`src/rtl/filtez.sv`:
```
// filtez: multiply-accumulate over TAPS coefficient/delay-line pairs read
// from two single-port RAMs (one-cycle read latency). The sum is arithmetic
// shifted right by SHIFT, and the low 32 bits are returned.
// Handshake: ap_start / ap_done / ap_idle / ap_ready.
module filtez #(
  parameter int TAPS  = 6,
  parameter int SHIFT = 14
) (
  input  logic        ap_clk,
  input  logic        ap_rst_n,
  input  logic        ap_start,
  output logic        ap_done,
  output logic        ap_idle,
  output logic        ap_ready,
  output logic [2:0]  bli_address0,
  output logic        bli_ce0,
  input  logic [31:0] bli_q0,
  output logic [2:0]  dlti_address0,
  output logic        dlti_ce0,
  input  logic [31:0] dlti_q0,
  output logic [31:0] ap_return
);

  typedef enum logic [1:0] {
    IDLE = 2'd0,
    LOOP = 2'd1,
    DONE = 2'd2
  } state_t;

  localparam logic [2:0] LAST = 3'(TAPS - 1);

  state_t             state_reg;
  logic [2:0]         i_reg;
  logic signed [63:0] acc_reg;
  logic [31:0]        ret_reg;
  logic               done_reg;

  logic signed [63:0] product;
  logic signed [63:0] sum_next;
  logic               fetch;
  logic [2:0]         addr_next;

  // Full-width signed product of the two RAM words that arrived this cycle
  assign product = $signed({{32{bli_q0[31]}}, bli_q0}) *
                   $signed({{32{dlti_q0[31]}}, dlti_q0});

  // Running sum including the current product; index 0 starts a fresh sum
  assign sum_next = (i_reg == 3'd0) ? product : acc_reg + product;

  // RAM read requests: first fetch issued on the start cycle, then one per
  // LOOP cycle until the last tap; address parked at 0 whenever ce is low.
  // ce is held low while reset is asserted.
  always_comb begin
    fetch     = 1'b0;
    addr_next = 3'd0;
    if (state_reg == IDLE && ap_start) begin
      fetch     = 1'b1;
      addr_next = 3'd0;
    end else if (state_reg == LOOP && i_reg != LAST) begin
      fetch     = 1'b1;
      addr_next = 3'(i_reg + 3'd1);
    end
    if (!ap_rst_n) begin
      fetch     = 1'b0;
      addr_next = 3'd0;
    end
  end

  assign bli_ce0       = fetch;
  assign dlti_ce0      = fetch;
  assign bli_address0  = addr_next;
  assign dlti_address0 = addr_next;

  assign ap_idle   = (state_reg == IDLE) && !ap_start;
  assign ap_done   = done_reg;
  assign ap_ready  = done_reg;
  assign ap_return = ret_reg;

  // Control FSM, accumulator and registered result/done pulse
  always_ff @(posedge ap_clk or negedge ap_rst_n) begin
    if (!ap_rst_n) begin
      state_reg <= IDLE;
      i_reg     <= 3'd0;
      acc_reg   <= 64'sd0;
      ret_reg   <= 32'd0;
      done_reg  <= 1'b0;
    end else begin
      done_reg <= 1'b0;
      case (state_reg)
        IDLE: begin
          if (ap_start) begin
            i_reg     <= 3'd0;
            state_reg <= LOOP;
          end
        end
        LOOP: begin
          acc_reg <= sum_next;
          if (i_reg == LAST) begin
            ret_reg   <= 32'(sum_next >>> SHIFT);
            done_reg  <= 1'b1;
            state_reg <= DONE;
          end else begin
            i_reg <= 3'(i_reg + 3'd1);
          end
        end
        DONE: begin
          state_reg <= IDLE;
        end
        default: begin
          state_reg <= IDLE;
        end
      endcase
    end
  end

endmodule

```
`config.mk`:
```
export PLATFORM = sky130hd
export DESIGN_NAME = filtez
export DESIGN_NICKNAME = d
export VERILOG_FILES = /design/src/rtl/filtez.sv
export SDC_FILE = /design/constraint.sdc
export NUM_CORES = 2
export LEC_CHECK = 0
export CORE_UTILIZATION = 50
export CTS_BUF_LIST = sky130_fd_sc_hd__clkbuf_4
export CTS_CLUSTER_SIZE = 24
export DETAILED_ROUTE_END_ITERATION = 10
export PLACE_DENSITY = 0.75
export SKIP_LAST_GASP = 1
export SYNTH_ARGS = -nofsm -noshare
export SYNTH_HDL_FRONTEND = slang
export SYNTH_SLANG_ARGS = --single-unit
```
`constraint.sdc`:
```
create_clock -name ap_clk -period 3.3 [get_ports ap_clk]
set_input_delay 0.33 -clock ap_clk [delete_from_list [all_inputs] [get_ports ap_clk]]
set_output_delay 0.33 -clock ap_clk [all_outputs]
set_load 0.01 [all_outputs]
```
==> metrics <==
Max-Cap Viols=0; cell count after placement=5067; Clock Tree Root=clkbuf_4; multi-input logic area=0.0305 mm²; Fin Hold WS=0.243 ns; final-report setup violation count=74; Clock Pin Slew Worst Setup and Hold Paths=0.16 ns; DIE AREA=0.0690 mm²; Vias per Instance=5.59; post-synthesis cell type count=78; RSZ-0062 raised after global routing=yes; Die Ht=263 µm; CTS tree=yes; max reg flops=46; post-place setup slack=-6.37 ns; Syn Area/Cell=8.98 µm²; sequential share of the synthesized area=6.19%; WL met1=37500 µm; final hold violations=0; Hold WC Path Type=in2async; ys flop type=dfrtp_1; worst endpoint required time=3.70 ns; Die X-Extent=263 µm; drc violations=0; Bufs on Longest Clock Path=2; GR Overflow Total=0; Rel. slew slack=40.0%; setup TNS=-334.64 ns; Finished Layout Cells=5255; Slowest cell on crit path=fa_2; FILL cells=4665; startpoint type of the worst setup path=input port; number of global-route vias before repair=31800; Layout Nets=5450; routed wire length=112000 µm; total number of vias=29400; share of cells above drive strength 1=27.3%; TritonCTS Buffers=9; Crit path largest cell delay=0.60 ns; register area=0.00210 mm²; first-pass GRT wire length=168000 µm; post-route clock period utilization=278%; worst-margin pin slew=0.899 ns; CP max FO=7; All-Layer GR Usage=31.3%; violated checks=negative setup slack; Pins Over Slew Limit=0; HPWL after detailed placement=76700 µm; antenna violations before repair=8; DR WL met3=9580 µm; Post-synth EDFFs=0; Synth Net Count=4861; Initial Utilization=50.6%; Setup CP Type=in2reg; Worst Path Arrival=9.57 ns; Pre-antenna DRT Iters=7; pin count of the biggest net entering global routing=66; Post-DRT Antenna Nets=0; Iteration-0 DRC Markers=2467; Post-synth ARST share=100%; Top Metal Used=met5; worst setup margin=-5.87 ns; Synth Instances=3784; # IOs=110; yosys warns=0; clk sinks=84; maximum clock rate=109 MHz; DR WL met2=55400 µm; Setup Skew=0.0329 ns; RePlAce Congestion=0.896; core footprint=0.0672 mm²; H-tree levels=3; input/output buffers=109; synthesized area=0.0340 mm²; run status=finished, violations left; minimum clock period=9.17 ns; Core Rows=95; Area Overhead vs Synth=31.9%; flops & latches, synth=84; Critical Path Sink Type=flip-flop; wire per inst=21.4 µm; Worst-Skew Late Latency=0.51 ns
[critical path: cells and delay by family]
kind                       cells  cell delay, ns
AOI/OAI and AO/OA              9            2.16
xor gates and xnor gates       1            0.10
adders and majority gates     10            4.61
buffers and inverters          7            0.91
muxes                          1            0.51
and+or+nand+nor                8            0.92
[layout make-up]
class                      count  area share [%]
tap                          873            2.44
clock buffer                   9           0.151
multi-input combinational   2688            68.2
antenna                        4          0.0223
sequential                    84            4.69
inverter                     806            6.76
timing repair buffer         784            17.5
clock inverter                 7           0.229
[routing by layer]
metal  vias to the layer above  GRT usage (%)
met5                         -              0
met3                       617           4.83
li1                      12400              -
met4                         4           22.6
met1                     14800           36.2
met2                      1552           53.1
[path summary, 6_finish.rpt]
| path | startpoint | endpoint | slack (ns) | cells after the start |
|---|---|---|---|---|
| min | ap_rst_n | ap_return[30]$_DFFE_PN0P_ | 0.24 | 2 |
| max reg2reg | acc_reg[0]$_DFFE_PN0P_ | acc_reg[42]$_DFFE_PN0P_ | -0.20 | 14 |
| max | dlti_q0[11] | acc_reg[45]$_DFFE_PN0P_ | -5.87 | 36 |
| max in group asynchronous | ap_rst_n | acc_reg[4]$_DFFE_PN0P_ | 1.84 | 3 |
| min in group ap_clk | ap_return[18]$_DFFE_PN0P_ | ap_return[18]$_DFFE_PN0P_ | 0.49 | 2 |
| min reg2reg | ap_return[18]$_DFFE_PN0P_ | ap_return[18]$_DFFE_PN0P_ | 0.49 | 2 |
[cell families (layout without fill, tap and decap cells)]
| logic type | after synthesis | in the layout | synth area share, % |
|---|---|---|---|
| and+or+nand+nor | 1181 | 1181 | 17.2 |
| xor gates and xnor gates | 123 | 123 | 3.21 |
| AOI/OAI and AO/OA | 365 | 365 | 7.00 |
| buffers and inverters | 1012 | 1606 | 11.3 |
| muxes | 9 | 9 | 0.309 |
| DFF | 84 | 84 | 6.19 |
| adders and majority gates | 1010 | 1010 | 54.8 |
| other | 0 | 4 | 0 |
[synth_stat cells, drive strengths merged (7+ instances only)]
cell type    n  area (µm²)
inv        806        3030
fa         795       15900
nand2      550        2060
and2       462        2890
ha         215        2690
clkbuf     196         741
o21ai      100         504
a21oi       97         485
xnor2       89         780
dfrtp       84        2100
nor2        70         263
a21o        55         422
xor2        33         289
nor2b       19         119
nand2b      18         113
a31oi       16         115
and3        14        90.1
nand3       14        75.1
nand4       12        75.1
o21a        12        90.1
o21bai      12        90.1
a211oi      10        85.1
buf          9        67.6
nor3         9        45.0
o211ai       7        57.6
[per-stage QoR]
stage	instance area (µm²)	util, %
floorplan	34800	-
global placement	40300	60.0
detailed placement	40300	60.0
CTS	43400	64.6
global route	44800	66.7
finish	44800	66.7
[repair_timing]
action / in CTS / in global routing
hold buffers: 1 / 0
endpoints found under the hold margin: 19 / 0
setup buffers: 124 / 46
endpoints found under the setup margin: 75 / 74
pin swaps: 203 / 247
gates resized for setup: 488 / 297
gates cloned: 35 / 2
[cells in the final DEF (no fill, tap or decap), types with 56 or more instances in the layout]
master / instances
and2_4: 58
xnor2_1: 62
buf_12: 56
nor2_1: 58
ha_1: 145
inv_1: 761
buf_4: 509
nand2_1: 530
and2_1: 403
dfrtp_1: 84
ha_4: 65
fa_2: 72
buf_6: 77
fa_1: 723
Power is left out: the tool's default activity adds up to more than one toggle a clock period on the data nets, which glitch-free logic cannot reach.
